$ cat config.mk
export PLATFORM = sky130hd
export DESIGN_NAME = membrane_integrator
export DESIGN_NICKNAME = d
export VERILOG_FILES = /design/src/rtl/membrane_integrator.sv
export SDC_FILE = /design/constraint.sdc
export NUM_CORES = 1
export LEC_CHECK = 0
export BUFFER_PORTS_ARGS = -buffer_cell sky130_fd_sc_hd__buf_2
export CAP_MARGIN = 20
export CORE_MARGIN = 2
export CORE_UTILIZATION = 43
export DETAILED_ROUTE_END_ITERATION = 12
export HOLD_SLACK_MARGIN = 0.15
export PLACE_DENSITY = 0.61
export REMOVE_ABC_BUFFERS = 1
export SETUP_SLACK_MARGIN = 0.4
export SKIP_LAST_GASP = 1
export SLEW_MARGIN = 10
export SYNTH_ARGS = -nofsm -noshare
export SYNTH_HDL_FRONTEND = slang
export SYNTH_SLANG_ARGS = --single-unit
$ cat constraint.sdc
create_clock -name clk -period 9.3 [get_ports clk]
set_clock_uncertainty 0.1 [all_clocks]
set_input_delay 1.86 -clock clk [delete_from_list [all_inputs] [get_ports clk]]
set_output_delay 1.86 -clock clk [all_outputs]
set_load 0.03 [all_outputs]
$ cat src/rtl/membrane_integrator.sv
// membrane_integrator: integrates signed synaptic currents into a wide membrane
// potential, applies a shift-based leak once per timestep and presents the
// saturated potential to the threshold element. The spike that comes back
// subtracts the threshold from the potential.
//
// state  | meaning
// -------+------------------------------------------------------------
// IDLE   | waiting for start, potential retained
// ACCUM  | accepting NUM_INPUTS current beats for this timestep
// LEAK   | single cycle: v <= v - (v >>> LEAK_SHIFT)
// OUTPUT | presenting clamped potential, waiting for mp_ready
module membrane_integrator #(
  parameter int DATA_WIDTH    = 16,
  parameter int ACC_WIDTH     = 24,
  parameter int NUM_INPUTS    = 8,
  parameter int NUM_TIMESTEPS = 4,
  parameter int LEAK_SHIFT    = 4,
  localparam int TS_W = (NUM_TIMESTEPS > 1) ? $clog2(NUM_TIMESTEPS) : 1
) (
  input  logic                  clk,
  input  logic                  rstn,
  input  logic                  start,
  input  logic                  in_valid,
  output logic                  in_ready,
  input  logic [DATA_WIDTH-1:0] in_current,
  input  logic [DATA_WIDTH-1:0] threshold,
  input  logic                  spike_fb,
  output logic                  mp_valid,
  input  logic                  mp_ready,
  output logic [DATA_WIDTH-1:0] membrane_potential,
  output logic [TS_W-1:0]       timestep,
  output logic                  done
);

  localparam int CNT_W = (NUM_INPUTS > 1) ? $clog2(NUM_INPUTS) : 1;
  localparam int EXT_W = ACC_WIDTH + 1;

  localparam logic signed [EXT_W-1:0] ACC_MAX = {2'b00, {(ACC_WIDTH-1){1'b1}}};
  localparam logic signed [EXT_W-1:0] ACC_MIN = {2'b11, {(ACC_WIDTH-1){1'b0}}};
  localparam logic signed [ACC_WIDTH-1:0] DW_MAX =
    {{(ACC_WIDTH-DATA_WIDTH+1){1'b0}}, {(DATA_WIDTH-1){1'b1}}};
  localparam logic signed [ACC_WIDTH-1:0] DW_MIN =
    {{(ACC_WIDTH-DATA_WIDTH+1){1'b1}}, {(DATA_WIDTH-1){1'b0}}};

  localparam logic [CNT_W-1:0] LAST_BEAT = CNT_W'(NUM_INPUTS - 1);
  localparam logic [TS_W-1:0]  LAST_TS   = TS_W'(NUM_TIMESTEPS - 1);

  typedef enum logic [1:0] {
    S_IDLE   = 2'd0,
    S_ACCUM  = 2'd1,
    S_LEAK   = 2'd2,
    S_OUTPUT = 2'd3
  } state_t;

  state_t                  state_q;
  logic signed [ACC_WIDTH-1:0] v_q;
  logic [CNT_W-1:0]        cnt_q;
  logic [TS_W-1:0]         ts_q;
  logic                    in_ready_q;
  logic                    mp_valid_q;
  logic [DATA_WIDTH-1:0]   mp_q;
  logic                    done_q;

  logic signed [EXT_W-1:0]     sum_ext;
  logic signed [EXT_W-1:0]     sub_ext;
  logic signed [ACC_WIDTH-1:0] leak_v;

  // Saturate a one-bit-wider intermediate back into the accumulator range.
  function automatic logic signed [ACC_WIDTH-1:0] sat_acc(input logic signed [EXT_W-1:0] x);
    if (x > ACC_MAX)      return ACC_MAX[ACC_WIDTH-1:0];
    else if (x < ACC_MIN) return ACC_MIN[ACC_WIDTH-1:0];
    else                  return x[ACC_WIDTH-1:0];
  endfunction

  // Clamp the wide potential into the output data range.
  function automatic logic [DATA_WIDTH-1:0] clamp_dw(input logic signed [ACC_WIDTH-1:0] x);
    if (x > DW_MAX)      return DW_MAX[DATA_WIDTH-1:0];
    else if (x < DW_MIN) return DW_MIN[DATA_WIDTH-1:0];
    else                 return x[DATA_WIDTH-1:0];
  endfunction

  // Sign-extended arithmetic one bit wider than the accumulator so overflow is visible.
  assign sum_ext = $signed({v_q[ACC_WIDTH-1], v_q})
                 + $signed({{(EXT_W-DATA_WIDTH){in_current[DATA_WIDTH-1]}}, in_current});
  assign sub_ext = $signed({v_q[ACC_WIDTH-1], v_q})
                 - $signed({{(EXT_W-DATA_WIDTH){threshold[DATA_WIDTH-1]}}, threshold});

  // Leak never overflows: the subtracted term always has the same sign as v and smaller magnitude.
  assign leak_v = (LEAK_SHIFT == 0) ? v_q : v_q - (v_q >>> LEAK_SHIFT);

  // Sequencer: state, potential, counters and all registered outputs.
  always_ff @(posedge clk or negedge rstn) begin
    if (!rstn) begin
      state_q    <= S_IDLE;
      v_q        <= '0;
      cnt_q      <= '0;
      ts_q       <= '0;
      in_ready_q <= 1'b0;
      mp_valid_q <= 1'b0;
      mp_q       <= '0;
      done_q     <= 1'b0;
    end else begin
      done_q <= 1'b0;
      if (start) begin
        // start from any state restarts the inference without a done pulse
        state_q    <= S_ACCUM;
        v_q        <= '0;
        cnt_q      <= '0;
        ts_q       <= '0;
        in_ready_q <= 1'b1;
        mp_valid_q <= 1'b0;
      end else begin
        case (state_q)
          S_IDLE: begin
            state_q <= S_IDLE;
          end
          S_ACCUM: begin
            if (in_valid && in_ready_q) begin
              v_q <= sat_acc(sum_ext);
              if (cnt_q == LAST_BEAT) begin
                cnt_q      <= '0;
                in_ready_q <= 1'b0;
                state_q    <= S_LEAK;
              end else begin
                cnt_q <= cnt_q + CNT_W'(1);
              end
            end
          end
          S_LEAK: begin
            v_q        <= leak_v;
            mp_q       <= clamp_dw(leak_v);
            mp_valid_q <= 1'b1;
            state_q    <= S_OUTPUT;
          end
          S_OUTPUT: begin
            if (mp_ready) begin
              if (spike_fb) begin
                v_q <= sat_acc(sub_ext);
              end
              mp_valid_q <= 1'b0;
              if (ts_q == LAST_TS) begin
                ts_q    <= '0;
                done_q  <= 1'b1;
                state_q <= S_IDLE;
              end else begin
                ts_q       <= ts_q + TS_W'(1);
                in_ready_q <= 1'b1;
                state_q    <= S_ACCUM;
              end
            end
          end
          default: begin
            state_q <= S_IDLE;
          end
        endcase
      end
    end
  end

  assign in_ready           = in_ready_q;
  assign mp_valid           = mp_valid_q;
  assign membrane_potential = mp_q;
  assign timestep           = ts_q;
  assign done               = done_q;

endmodule

# [Yosys cells after proc, flatten, opt, wreduce, memory -nomap -nowiden]
# Index checks and enable logic that the tools add are counted.
[classes] eq_ne=10 bitwise=1 n_reduce_logical=16 magnitude_cmp=6 add_sub_neg=5 n_mux=38
[op_table] cell="$mux 24" count=8
[op_table] cell="$pmux 24 s3" count=1
[op_table] cell="$gt 25x24->1 const B" count=2
[op_table] cell="$lt 25x24->1 const B" count=2
[op_table] cell="$mux 16" count=2
[op_table] cell="$add 24x16->25" count=1
[op_table] cell="$sub 24x16->25" count=1
[op_table] cell="$gt 24x16->1 const B" count=1
[op_table] cell="$lt 24x16->1 const B" count=1
[op_table] cell="$sub 24x20->24" count=1
[op_table] cell="$mux 2" count=8
[op_table] cell="$ne 3x3->1 const B" count=5
[op_table] cell="$mux 1" count=12
[op_table] cell="$mux 3" count=4
[op_table] cell="$pmux 2 s4" count=1
[op_table] cell="$reduce_and 2->1" count=4
[op_table] cell="$reduce_bool 2->1" count=4
[op_table] cell="$eq 2x2->1 const B" count=3
[op_table] cell="$reduce_bool 3->1" count=2
[op_table] cell="$reduce_and 5->1" count=1
[op_table] cell="$pmux 1 s2" count=2
[op_table] cell="$reduce_and 4->1" count=1
[op_table] cell="$reduce_bool 4->1" count=1
[op_table] cell="$add 3x1->3 const B" count=1
[op_table] cell="other kinds (7)" count=7
[totals] input_bits=38 reg_bits=50 wordCells=84 out_inout_bits=21

# [Depth between registers and ports, before layout]
# Gate-level depths: netlist (run 1).
[depth] depth_word=8 ltp_mapped=14 depth_no_buf=12

# [Worst setup path before layout (run 1)]
# OpenSTA, ideal clock, no wires.
[synth_path] kind="input to register" startpoint="input in_current[0]" endpoint="register v_q[0]" slack_ns=4.662 n_path_buf=1 required_ns=9.065 path_stages=12 arrival_time_ns=4.404 setup_time_ns=0.135 cell_sequence="ha_1 > fa_1 > a211oi_1 > or3_1 > a21oi_1 > o22ai_1 > o21ai_1 > a2111oi_2 > a31oi_1 > buf_2 > a21oi_1 > o31ai_1"
[synth_via] elab_chain_cells=7 word_cells_on_any_way=8 cone_classes="add/sub: 1; order compare: 2; mux: 5"
[synth_lines] item="start, declared" line_no="25" source="input logic [DATA_WIDTH-1:0] in_current,"
[synth_lines] item="$add 24x16->25 (*)" line_no="84" source="+ $signed({{(EXT_W-DATA_WIDTH){in_current[DATA_WIDTH-1]}}, in_current});"
[synth_lines] item="$lt 25x24->1" line_no="71" source="else if (x < ACC_MIN) return ACC_MIN[ACC_WIDTH-1:0];"
[synth_lines] item="$mux 24" line_no="71"
[synth_lines] item="$mux 24 (*)" line_no="70" source="if (x > ACC_MAX) return ACC_MAX[ACC_WIDTH-1:0];"
[synth_lines] item="$mux 24 (*)" line_no="118" source="if (in_valid && in_ready_q) begin"
[synth_lines] item="$pmux 24 s3 (*)" line_no="113" source="case (state_q)"
[synth_lines] item="$mux 24 (*)" line_no="104" source="if (start) begin"
[synth_lines] item="end signal, assigned" line_no="119" source="v_q <= sat_acc(sum_ext);"
[synth_lines] item="end signal, assigned" line_no="130" source="v_q <= leak_v;"
[synth_lines] item="end signal, assigned" line_no="138" source="v_q <= sat_acc(sub_ext);"
[synth_lines] item="end, declared" line_no="56" source="logic signed [ACC_WIDTH-1:0] v_q;"
# Mark *: on every way between the ends. The rest lies on a longest branch, timed or not. The select of a mux whose other input is x is not followed.
# A chain may end at the register's enable or synchronous reset.

# [Worst setup path after layout (run 1)]
[layout_path] startpoint="input threshold[8]" endpoint="register v_q[1]"
[layout_via] elab_chain_cells=8 word_cells_on_any_way=9 cone_classes="add/sub: 1; order compare: 2; mux: 6"
[layout_lines] item="start, declared" line_no="26" source="input logic [DATA_WIDTH-1:0] threshold,"
[layout_lines] item="$sub 24x16->25 (*)" line_no="86" source="- $signed({{(EXT_W-DATA_WIDTH){threshold[DATA_WIDTH-1]}}, threshold});"
[layout_lines] item="$lt 25x24->1" line_no="71"
[layout_lines] item="$mux 24" line_no="71"
[layout_lines] item="$mux 24 (*)" line_no="70"
[layout_lines] item="$mux 24 (*)" line_no="137" source="if (spike_fb) begin"
[layout_lines] item="$mux 24 (*)" line_no="136" source="if (mp_ready) begin"
[layout_lines] item="$pmux 24 s3 (*)" line_no="113"
[layout_lines] item="$mux 24 (*)" line_no="104"
# Marks and branches as above.

==> metrics list, run 1 <==
* Vias in the first global route: 5911
- Buffers placed on the I/O ports in this run total between 50 and 60.
- After filler insertion, the fill cell instance count of the layout stands at roughly 1500.
- In the final layout, the share of cells above drive strength 1 is 0.1047.
- Of the total synthesized cell area, the portion taken by full adders, half adders and majority gates is 0.1591.
* Count of TritonRoute iterations in the first routing pass: 7
- During I/O placement, the number of pins put on the boundary was 59.
* Summed negative setup slack over all endpoints: 0 ns
- The library cells used most frequently in the layout, excluding fill and tap cells, are sky130_fd_sc_hd__a21oi_1, sky130_fd_sc_hd__ha_1, sky130_fd_sc_hd__nand2_1.
* Nets: a little under 1000
- The floorplan has 44 rows.
- For this design the total switching power over the nets is 1.706 mW.
* Number of hold violations in the final report: 0
* Worst-case reg-to-reg path depth: 11
- Clock tree synthesis found a total of 50 sinks.
- In the final routed layout, each cell accounts on average for 18.26 um.
- At the end of routability-driven placement, the weighted congestion stood at a little over 0.9.
- Placed cell areas: 0.006875 mm2
* Sum of buffers and inverters on the critical path: 3
* Total power divided by cell area: approximately 430 mW/mm2
- Starting DRC count in detailed routing: just over 500
- Static leakage power: between 3 and 4 nW
* Initial standard-cell utilization of the core: 0.4408
- Post-synthesis mux area share: 0.006420
- MaxCap Viol Count: 0
- After floorplanning, the core was sized to cover ~0.015 mm2.
- The critical path goes through buf_2, inv_1, ha_1, and2_1, nand4_1, a31oi_1, o211ai_1, a21o_1, a41oi_1, nor2b_1, buf_4, a21oi_1, o31ai_1.
* Total number of cells along the worst setup path: 13
- Worst Setup SP: threshold[8]
- In the global route stage, overall resource usage came out at 0.2387.
- RSZ-0062 raised after global routing: no
* Post-CTS resize count: 0
* HPWL after detailed placement: about 15000 um
- Count of synthesis-stage warnings from yosys: 0
* Hold Crit Start: membrane_potential[15]
* Area Overhead vs Synth: 9.125%
* Total inserted antenna cells: 0
* Gate Count Post-Synth: approximately 830
* Category of cells accounting for the largest share of critical-path delay: compound AO/OA/AOI/OAI gates
- Once layout is complete, the utilization of the core stands at 0.4810.
* Outcome: finished, final reports clean
* Clock Tree Buf Depth: 2
- EDFF count, synth: 0
- # DRC: 0
- Period Utilization, post-route: 0.5608
- The total overflow left after global routing is 0.
* Post-route ant nets: 0
- Slew at the pin with the worst max-slew slack: just over 1 ns
- Setup violations remaining at the end of the flow were counted as 0.
- Biggest fanout along the worst timing path: 11
- After synthesis, the mean cell area works out to just under 8 um2.
* Crit-path max cell delay: about 0.64 ns
- Synthesis inferred 50 register bits.
* Max-slew violations: 0
- Setup repair bufs after CTS: 0
- Floorplan die area: roughly 0.016 mm2
- Final-layout worst hold slack: roughly 0.39 ns
- After clock tree synthesis, the clock-pin slew on the worst setup and hold paths is approximately 0.080 ns.
- The tree is rooted in a sky130_fd_sc_hd__clkbuf_16.
- Peak supply drop: 0.0001374 V
- Maximum clock frequency: around 190 MHz
- Of the total synthesized cell area, the portion taken by XOR and XNOR cells is 0.07354.
- Reg2reg setup slack: between 5 and 6 ns
- Entering global routing, the biggest net connects slightly above 50 pins.
- Wirelength, routed: about 19000 um
* Vert. Die Dim: between 100 and 150 um
- Synthesized-area fraction occupied by ao, oa, aoi and oai cells: 0.3302
- The share of total power dissipated in the clock network is 0.063.
- CTS tree: done
- Area share of and/or/nand/nor cells after synthesis: 0.1813
* Sw Ratio: 0.5616
- Among all stages on the critical path, the largest delay is contributed by sky130_fd_sc_hd__nor2b_1.
* Worst Path Class, Setup: in2reg
- Total via count after detailed routing: 6327
* Number of antenna violations at the first check in global routing: 0
- Summed instance area of the synthesized netlist: 0.006431 mm2
- Post-DR vias/cell: about 6
- From left edge to right edge, the die measures around 130 um.
* Headroom to the max-slew limit: 0.3108
* Worst setup path end: v_q[1]
- Data arrives at the worst endpoint at roughly 5.3 ns.
* Wire length of the first global-routing pass: 30700 um
- Number of clock buffers inserted by TritonCTS: 5
- The share of total power dissipated in sequential elements is 0.136.
- RR Startpoint: v_q[8]
* CTS H-tree depth: 2
- Leaving out fill and tap cells, the most frequent cell in the layout is sky130_fd_sc_hd__a21oi_1.
- In this run the worst hold path is classified as reg2reg.
- The share of the Yosys chip area taken by registers is 0.1946.
* Startpoint class of the critical path: input port
* Cell area after layout: 0.007018 mm2
- Post-synth ARST share: 1.000
- Registers take 0.001251 mm2.
- Total of hold buffers inserted after clock tree synthesis: 0
- Int Power: around 1.3 mW
- Clock latency at the later pin of the worst-skew pair: ~0.31 ns
* Distinct cells, synth: between 60 and 70
* Capturing point of the worst reg2reg path: v_q[1]
* Most instantiated flip-flop cell in the synthesis netlist: sky130_fd_sc_hd__dfrtp_1
* Multi-input logic area: slightly below 0.005 mm2
* Capturing element type of the critical path: register
* Data required time at the worst endpoint: 9.42 ns
- Combinational family with the most area after synthesis: compound AO/OA/AOI/OAI gates
- Share of total power in combinational logic: 0.801
* Post-layout minimum cycle time: roughly 5.2 ns
final cells by class:
type                            count  share of cell area
Multi-Input combinational cell    691              0.6892
Clock buffer                        6             0.01836
Timing Repair Buffer               65             0.04992
Sequential cell                    50              0.1783
Tap cell                          184             0.03280
Inverter                           55             0.02942
Clock inverter                      2            0.001961
metrics by stage:
stage,setup slack [ns],cells,power (mW)
final,4.084,1053,3.038
after global routing,3.751,1053,3.305
after CTS,4.143,1053,3.021
after detailed placement,3.844,1045,2.817
after global placement,3.735,1044,2.811
after floorplan,4.279,796,2.187
Yosys cell counts, types with 10 or more instances:
master	count	area share
sky130_fd_sc_hd__a21o_1	27	0.032
sky130_fd_sc_hd__o211ai_1	10	0.012
sky130_fd_sc_hd__nor2_1	58	0.034
sky130_fd_sc_hd__nand3_1	21	0.016
sky130_fd_sc_hd__nor3_1	10	0.0078
sky130_fd_sc_hd__dfrtp_1	50	0.19
sky130_fd_sc_hd__nand4_1	14	0.014
sky130_fd_sc_hd__ha_1	77	0.15
sky130_fd_sc_hd__a31oi_1	10	0.0097
sky130_fd_sc_hd__a2bb2oi_1	12	0.016
sky130_fd_sc_hd__inv_1	55	0.032
sky130_fd_sc_hd__clkbuf_1	26	0.015
sky130_fd_sc_hd__o21ai_0	37	0.029
sky130_fd_sc_hd__nand2_1	71	0.041
sky130_fd_sc_hd__nand2b_1	11	0.011
sky130_fd_sc_hd__a221oi_1	23	0.031
sky130_fd_sc_hd__o31ai_1	26	0.030
sky130_fd_sc_hd__xor2_1	16	0.022
sky130_fd_sc_hd__a21oi_1	99	0.077
sky130_fd_sc_hd__and2_1	17	0.017
sky130_fd_sc_hd__o21a_1	12	0.014
sky130_fd_sc_hd__xnor2_1	38	0.052
how the worst min path moves through the flow:
stage	to	cells after the start
2_1_floorplan	v_q[0]	2
3_3_place_gp	membrane_potential[15]	2
3_5_place_dp	membrane_potential[15]	2
4_1_cts	membrane_potential[15]	2
5_1_grt	membrane_potential[3]	1
6_report	membrane_potential[15]	2
power by group through the flow:
| stage | clock network, mW | registers (mW) | logic [mW] |
|---|---|---|---|
| floorplan | 0 | 0.431 | 1.76 |
| global placement | 0 | 0.418 | 2.39 |
| detailed placement | 0 | 0.419 | 2.40 |
| CTS | 0.195 | 0.415 | 2.41 |
| global route | 0.204 | 0.422 | 2.68 |
| finish | 0.191 | 0.412 | 2.43 |
registers in the layout, summed over array words and instances (netlist names):
| register | count |
|---|---|
| cnt_q | 3 |
| done | 1 |
| in_ready | 1 |
| membrane_potential | 16 |
| mp_valid | 1 |
| state_q | 2 |
| timestep | 2 |
| v_q | 24 |
worst min-delay path, cell delays in order (launching register included):
cell and delay (ns):
sky130_fd_sc_hd__dfrtp_1 0.35, sky130_fd_sc_hd__nand2_1 0.05, sky130_fd_sc_hd__o21ai_0 0.06
metal layers:
layer | GRT usage | part of all wire | vias to the layer above
li1 | - | - | 3157
met1 | 0.3294 | 0.47 | 2948
met2 | 0.3884 | 0.45 | 178
met3 | 0.02699 | 0.042 | 44
met4 | 0.08468 | 0.036 | 0
met5 | 0 | 0 | -
cell families (layout without fill, tap and decap cells):
logic type	count (synthesis)	after routing
AO/OA/AOI/OAI	315	315
XOR/XNOR	54	54
adder cells (fa/ha/maj)	80	80
buffers and inverters	91	128
flip-flops	50	50
multiplexers	4	4
AND/OR/NAND/NOR	238	238
(Power assumes the default switching activity.)
==> inputs of run 2 (changes only) <==
--- a/config.mk
+++ b/config.mk
@@ -5,13 +5,14 @@
 export SDC_FILE = /design/constraint.sdc
 export NUM_CORES = 1
 export LEC_CHECK = 0
+export ABC_AREA = 1
 export BUFFER_PORTS_ARGS = -buffer_cell sky130_fd_sc_hd__buf_2
 export CAP_MARGIN = 20
 export CORE_MARGIN = 2
 export CORE_UTILIZATION = 43
 export DETAILED_ROUTE_END_ITERATION = 12
 export HOLD_SLACK_MARGIN = 0.15
-export PLACE_DENSITY = 0.61
+export PLACE_DENSITY = 0.63
 export REMOVE_ABC_BUFFERS = 1
 export SETUP_SLACK_MARGIN = 0.4
 export SKIP_LAST_GASP = 1
==> constraint.sdc (replaced) <==
create_clock -name clk -period 4.7 [get_ports clk]
set_clock_uncertainty 0.1 [all_clocks]
set_input_delay 0.94 -clock clk [delete_from_list [all_inputs] [get_ports clk]]
set_output_delay 0.94 -clock clk [all_outputs]
set_load 0.03 [all_outputs]
==> run 2 against run 1 <==
Net effect: synthesized cell count is 58% higher; combinational power rose by 120%; worst hold slack worse by 0.012 ns; sequential cell count unchanged; setup slack worse by 2.7 ns; synthesized area up 19%; first-iteration DRC count increased by 6.5%; total power grew 120%.
==> metrics list, run 2 <==
- Maximum clock frequency: a little under 300 MHz
- Measured along the x axis, the die boundary spans 137.6 um.
* # DRC: 0
* Peak supply drop: between 0.0003 and 0.0004 V
- Post-CTS resize count: 0
* RSZ-0062 raised after global routing: no
* Gate Count Post-Synth: between 1000 and 1500
- Summed instance area of the synthesized netlist: 0.007674 mm2
- Cell at the root of the clock tree: sky130_fd_sc_hd__clkbuf_16
- Of the total power, the share spent switching nets is 0.6185.
- After synthesis, the cell types taking the most area are sky130_fd_sc_hd__nand2_1, sky130_fd_sc_hd__dfrtp_1, sky130_fd_sc_hd__ha_1.
* Distinct cells, synth: 45
- Sw power: 4.075 mW
* Initial standard-cell utilization of the core: 0.4421
- Of the post-synthesis cell area, the dominant cell type holds 0.2372.
- The repair_antennas step left the layout with diodes totalling 0.
- At the worst endpoint, the arrival time is about 3.4 ns.
- After routing, the total negative slack on setup checks comes to 0 ns.
- Data required time at the worst endpoint: 4.78 ns
- Setup violations remaining at the end of the flow were counted as 0.
* Floorplan die area: about 0.019 mm2
* Vert. Die Dim: about 140 um
* Most flop-heavy register: v_q
- Startpoint class of the critical path: input port
* Count of TritonRoute iterations in the first routing pass: 5
* Post-route core utilization: 0.4770
* Number of clock buffers inserted by TritonCTS: 5
- Count of synthesis-stage warnings from yosys: 0
- RR Startpoint: v_q[0]
- Using the TritonRoute via totals, the vias-per-cell ratio works out to between 5 and 6.
* GRT Residual Overflow: 0
- Yosys mapped a number of flops with a built-in enable equal to 0.
- Number of hold violations in the final report: 0
* Clock Tree Buf Depth: 2
- Total via count after detailed routing: 8117
* Max reg flops: 24
* Number of antenna violations at the first check in global routing: 0
- The H-tree generated during clock tree synthesis spans 2 levels.
- Power spread over the standard cell area amounts to 795.8 mW/mm2.
- Setup slack on the worst reg-to-reg path comes out at roughly 1.6 ns.
- Detailed placement finished with a half-perimeter wire length of 20100 um.
* Post-route ant nets: 0
* Number of sinks on the clock net: 50
* Wire length of the first global-routing pass: 37680 um
- Max-slew violations: 0
* Relative contribution of sequential cells to total power: 0.125
* Area Overhead vs Synth: 7.892%
- Entering global routing, the biggest net connects 51 pins.
- In this run, the number of DRC markers left after iteration 0 of detailed routing was about 540.
- Capturing point of the worst reg2reg path: v_q[22]
- Final weighted congestion of routability-driven global placement: ~0.95
- Dividing the detail-routed wire length by the instance count gives 14.83 um.
- Slew at the pin with the worst max-slew slack: approximately 0.8 ns
- Proportion of layout cells with a drive suffix above 1: 0.1026
- Static leakage power: 4.852 nW
- For the worst-skew pair, the clock arrives at the later sink with an insertion delay of between 0.2 and 0.3 ns.
- Dividing the final minimum period by the clock period gives 0.7149.
* Most common library cell in the layout ignoring fill and taps: sky130_fd_sc_hd__nand2_1
* Share of total power in combinational logic: 0.818
- Total of hold buffers inserted after clock tree synthesis: 0
- The critical path ends at v_q[5].
- Post-Syn Area per Cell: slightly below 6 um2
- Post-synth ARST share: 1.000
- In the layout the commonest cells are sky130_fd_sc_hd__nand2_1, sky130_fd_sc_hd__inv_1, sky130_fd_sc_hd__nor2_1.
- Counting cells, the worst reg-to-reg path comes to 17.
* Vias in the first global route: 7667
- Number of synthesized register bits: 50
* Fraction of power consumed by the clock network: 0.057
- TritonCTS built the clock tree.
- STA classifies the critical path endpoint as a register.
* Most instantiated library cell after synthesis: sky130_fd_sc_hd__nand2_1
- The floorplan step defined a core boundary enclosing ~0.017 mm2.
- Count of boundary I/O pins: between 50 and 60
- Headroom to the max-slew limit: 0.4704
- Wirelength, routed: between 20000 and 25000 um
- Among all flip-flop cells after synthesis, the most frequent one is sky130_fd_sc_hd__dfrtp_1.
- Worst Path Class, Setup: in2reg
- Max-cap violations in this run came to 0.
- The initialized floorplan defines 48 standard-cell rows.
- Cell internal power was estimated by the tool at between 2 and 3 mW.
* Type of the tightest min-delay check: reg2reg
- Fill cell count: 1904
* Clock-pin slew on the worst setup and hold paths: 0.07 ns
* Ranking of synthesized cells by instance count: sky130_fd_sc_hd__nand2_1, sky130_fd_sc_hd__inv_1, sky130_fd_sc_hd__nor2_1
- Biggest fanout along the worst timing path: 23
- Count of buffers from port buffering: between 50 and 60
* Post-layout minimum cycle time: approximately 3.4 ns
* Outcome: finished, final reports clean
- Cell accounting for the most synthesized area: sky130_fd_sc_hd__nand2_1
* Global router's overall resource usage: 0.2559
- Nets: roughly 1500
- The number of setup buffers added after CTS is 0.
- The share of the Yosys chip area taken by registers is 0.1631.
* Worst Setup SP: in_current[0]
-- run 2: changes by cell type in the layout (fill, tap and decap cells not counted), moves of 19 or more --
cell,change
sky130_fd_sc_hd__nor2_1,+66
sky130_fd_sc_hd__nand2_2,+22
sky130_fd_sc_hd__nand3_1,+41
sky130_fd_sc_hd__xnor2_1,-22
sky130_fd_sc_hd__xor2_1,+19
sky130_fd_sc_hd__a221oi_1,-23
sky130_fd_sc_hd__o31ai_1,-26
sky130_fd_sc_hd__inv_1,+126
sky130_fd_sc_hd__a21o_1,-22
sky130_fd_sc_hd__nand2_1,+414
-- run 2: power by group through the flow --
| stage | logic (mW) | registers (mW) | clock network [mW] |
|---|---|---|---|
| final | 5.39 | 0.821 | 0.378 |
| after global routing | 6.08 | 0.841 | 0.400 |
| after CTS | 5.36 | 0.813 | 0.386 |
| after detailed placement | 5.33 | 0.820 | 0 |
| after global placement | 5.32 | 0.817 | 0 |
| after floorplan | 3.87 | 0.857 | 0 |
-- run 2: layout make-up --
cell class / count / area, um2 / area share
clock buffer: 6 / 138.9 / 0.01677
clock inverter: 2 / 17.52 / 0.002116
sequential: 50 / 1251 / 0.1511
timing repair buffer: 62 / 320.3 / 0.03869
multi-input combinational: 1043 / 5515 / 0.6662
inverter: 201 / 754.5 / 0.09113
tap: 225 / 281.5 / 0.03400
-- run 2: worst max-delay path, stage by stage --
cell and delay, ns:
sky130_fd_sc_hd__buf_2 0.10, sky130_fd_sc_hd__ha_1 0.24, sky130_fd_sc_hd__fa_1 0.45, sky130_fd_sc_hd__nand3_1 0.10, sky130_fd_sc_hd__nand2_1 0.12, sky130_fd_sc_hd__nand2_1 0.10, sky130_fd_sc_hd__nand2_1 0.16, sky130_fd_sc_hd__nand2_1 0.12
sky130_fd_sc_hd__nand3_1 0.14, sky130_fd_sc_hd__inv_2 0.11, sky130_fd_sc_hd__nor3_2 0.05, sky130_fd_sc_hd__nor2_4 0.49, sky130_fd_sc_hd__a21oi_1 0.16, sky130_fd_sc_hd__nand2_1 0.11, sky130_fd_sc_hd__nand2_1 0.05
-- run 2: cell families (layout without fill, tap and decap cells) --
logic type,count (synthesis),after routing,synth area share
simple gates,757,757,0.4171
xor+xnor,51,51,0.05821
buf+inv,221,271,0.1182
flops,50,50,0.1631
compound gates,155,155,0.1101
fa+ha+maj,80,80,0.1334
-- run 2: layer usage --
layer | global-route usage | vias to the layer above | routed length (um)
met5 | 0 | - | 0
met4 | 0.09164 | 0 | 752
met3 | 0.01656 | 32 | 810
met2 | 0.4323 | 190 | 10760
met1 | 0.3443 | 3643 | 11240
li1 | - | 4252 | -
-- run 2: how the worst min path moves through the flow --
stage	start	endpoint	slack, ns	cells past startpoint
floorplan	v_q[0]	v_q[0]	0.37	2
global placement	membrane_potential[1]	membrane_potential[1]	0.36	2
detailed placement	membrane_potential[9]	membrane_potential[9]	0.36	2
CTS	membrane_potential[11]	membrane_potential[11]	0.38	2
global route	membrane_potential[0]	membrane_potential[0]	0.42	2
finish	membrane_potential[9]	membrane_potential[9]	0.38	2
-- run 2: stage by stage --
stage	hold slack, ns	cell area (um2)	power (mW)	setup WS, ns	std cells
2_1_floorplan	0.3744	7521	4.729	1.466	1294
3_5_place_dp	0.3627	8123	6.153	1.074	1581
3_3_place_gp	0.3567	8123	6.141	1.180	1581
4_1_cts	0.3813	8279	6.563	1.372	1589
6_report	0.3776	8279	6.589	1.340	1589
5_1_grt	0.4163	8279	7.326	1.115	1589
==> inputs of run 3 (changes only) <==
--- a/config.mk
+++ b/config.mk
@@ -12,7 +12,7 @@
 export CORE_UTILIZATION = 43
 export DETAILED_ROUTE_END_ITERATION = 12
 export HOLD_SLACK_MARGIN = 0.15
-export PLACE_DENSITY = 0.63
+export PLACE_DENSITY = 0.6
 export REMOVE_ABC_BUFFERS = 1
 export SETUP_SLACK_MARGIN = 0.4
 export SKIP_LAST_GASP = 1
==> constraint.sdc (replaced) <==
create_clock -name clk -period 3.5 [get_ports clk]
set_clock_uncertainty 0.1 [all_clocks]
set_input_delay 0.7 -clock clk [delete_from_list [all_inputs] [get_ports clk]]
set_output_delay 0.7 -clock clk [all_outputs]
set_load 0.03 [all_outputs]
==> run 3 against run 2 <==
Net effect: global-route usage rose by 0.98 points; combinational power increased by 36%; clock power increased by 53%; cell area grew 1.1%; routed wire length grew 2.7%; via count rose by 0.15%.
==> metrics list, run 3 (synthesis results as in run 2) <==
- # DRC: 0
* Wirelength, routed: 24200 um
- Area Overhead vs Synth: 9.098%
* Most flop-heavy register: v_q
* CTS H-tree depth: 2
* Maximum number of pins on one net before global-route repair: 31
- Setup repair after global routing could not meet its margin everywhere.
- Clock Tree Buf Depth: 2
* Proportion of layout cells with a drive suffix above 1: 0.1124
- Capturing element type of the critical path: register
* Core footprint: roughly 0.017 mm2
- TritonCTS created 5 clock buffers.
- Measured against its own limit, the worst slew margin works out to 0.5374.
- Count of buffers from port buffering: 58
- CTS tree: done
- For this block, the initial DRC count from the detailed router was between 500 and 600.
- The initialized floorplan defines 48 standard-cell rows.
- The run finished with clean final reports.
* Count of boundary I/O pins: 59
- Clock-pin slew was measured on the worst setup and hold paths at ~0.070 ns.
- MaxCap Viol Count: 0
* Post-route ant nets: 0
- The largest single stage delay on the critical path is 0.40 ns.
- Most common library cell in the layout ignoring fill and taps: sky130_fd_sc_hd__nand2_1
- Final setup violating endpoints: 0
- For this configuration, the core starts out at a cell density of 0.4421.
- Summed negative setup slack over all endpoints: 0 ns
* Max-slew violations: 0
- Routed WL per cell: about 15 um
- Max reg flops: 24
* Startpoint class of the critical path: input port
* Final weighted congestion of routability-driven global placement: ~1.1
* HPWL after detailed placement: 20710 um
- The clock net in this run drives a total of 50 sinks.
* Commonest cells after routing, fill and taps aside: sky130_fd_sc_hd__nand2_1, sky130_fd_sc_hd__inv_1, sky130_fd_sc_hd__nor2_1
* Total inserted antenna cells: 0
- Floorplan die area: 0.01893 mm2
* Worst-path cell with the longest stage delay: sky130_fd_sc_hd__fa_1
* Type of the tightest min-delay check: in2async
- Post-DR vias/cell: 5.097
- The critical path goes through buf_2, ha_1, fa_1, nand3b_1, nand2_1, nand3_1, nand2_2, nand3_1, nand3_1, nand2_1, nand2_1, inv_2, a21oi_2, buf_6, nand2_1, nand2_1, nand2_1, nand2_1.
- Dividing the final minimum period by the clock period gives 0.8187.
- Cell area after layout: 0.008372 mm2
- The pre-antenna-repair detailed-routing pass consisted of 5 iterations.
- Among the stages of the critical path, the cell type that occurs most often is sky130_fd_sc_hd__nand2_1.
- After global routing the overflow that remains totals 0.
* Wire length of the first global-routing pass: roughly 40000 um
* Post-CTS resize count: 0
- The later pin in the worst-skew pair is clocked with a latency of around 0.30 ns.
* Static leakage power: 4.887 nW
* Cell at the root of the clock tree: sky130_fd_sc_hd__clkbuf_16
* Global router's overall resource usage: 0.2658
* Number of antenna violations at the first check in global routing: 0
* Biggest fanout along the worst timing path: 21
* Worst Path Class, Setup: in2reg
- Post-layout minimum cycle time: about 2.9 ns
- Number of hold violations in the final report: 0
* Vert. Die Dim: between 100 and 150 um
- Dividing total power by cell area gives a power density of about 1100 mW/mm2.
- Data on the critical path is required at its endpoint by roughly 3.6 ns.
- Total of hold buffers inserted after clock tree synthesis: 0
- Setup repair bufs after CTS: 0
* Maximum clock frequency: between 300 and 400 MHz
- Measured on the finished design, the core utilization comes to 0.4823.
- VDD sags by at most ~0.00045 V.
* Total via count after detailed routing: 8129
- At the worst endpoint, the arrival time is approximately 3 ns.
- The net count of the finished layout is between 1000 and 1500.
- The die is approximately 140 um wide.
- Placed cell areas: 0.008160 mm2
* Vias in the first global route: 7819
- Slew at the pin with the worst max-slew slack: ~0.7 ns
[run 3: cell types whose count changed in the layout (fill, tap and decap cells not counted), moves of 2 or more]
cell | previous run | this run
sky130_fd_sc_hd__nand2_4 | 3 | 5
sky130_fd_sc_hd__nand2_1 | 485 | 482
sky130_fd_sc_hd__nand2_2 | 22 | 24
sky130_fd_sc_hd__buf_4 | 4 | 8
[run 3: path summary, 6_finish.rpt]
check                                  startpoint                     end  slack, ns  cells past startpoint
hold / removal                               rstn                  v_q[7]       0.34                      1
hold reg to reg            membrane_potential[10]  membrane_potential[10]       0.38                      2
max in group asynchronous                    rstn   membrane_potential[2]       2.29                      2
setup / recovery                     threshold[0]                  v_q[2]       0.63                     18
min in group clk           membrane_potential[10]  membrane_potential[10]       0.38                      2
setup reg to reg                           v_q[0]   membrane_potential[2]       0.64                     19
[run 3: area by class of cell]
type                    count  area (um2)
fillers                  1959        8985
multi-input cells        1044        5549
flip-flops and latches     50        1252
inverters                 201       754.5
repair buffers             67       361.6
well taps                 225       281.5
clock buffers               5       125.1
clock inverters             3       47.55
[run 3: per-stage QoR]
stage | total power, mW | instances | hold WS (ns) | worst slack, ns
6_report | 9.011 | 1595 | 0.3383 | 0.6345
5_1_grt | 10.03 | 1595 | 0.3991 | 0.3783
4_1_cts | 8.916 | 1594 | 0.3632 | 0.5254
3_5_place_dp | 8.278 | 1586 | 0.3608 | 0.2189
3_3_place_gp | 8.246 | 1586 | 0.3603 | 0.2890
2_1_floorplan | 6.351 | 1294 | 0.3044 | 0.5057
[run 3: worst max-delay path, delay by kind of cell]
family | cells | cell delay (ns)
AO/OA/AOI/OAI | 1 | 0.14
buffers and inverters | 3 | 0.38
AND/OR/NAND/NOR | 12 | 1.17
adder cells (fa/ha/maj) | 2 | 0.61
[run 3: report_power, final]
| part | leakage, nW | switching [mW] | internal, mW | total (mW) |
|---|---|---|---|---|
| Clock | 0.0844 | 0.238 | 0.341 | 0.579 |
| Combinational | 4.16 | 5.00 | 2.34 | 7.34 |
| Sequential | 0.647 | 0.295 | 0.796 | 1.09 |
[run 3: per-layer routing]
metal | vias to the layer above | global-route usage | share of wire
met5 | - | 0 | 0
met4 | 0 | 0.09393 | 0.033
met3 | 36 | 0.02208 | 0.035
met2 | 157 | 0.4439 | 0.46
met1 | 3670 | 0.3591 | 0.48
li1 | 4266 | - | -
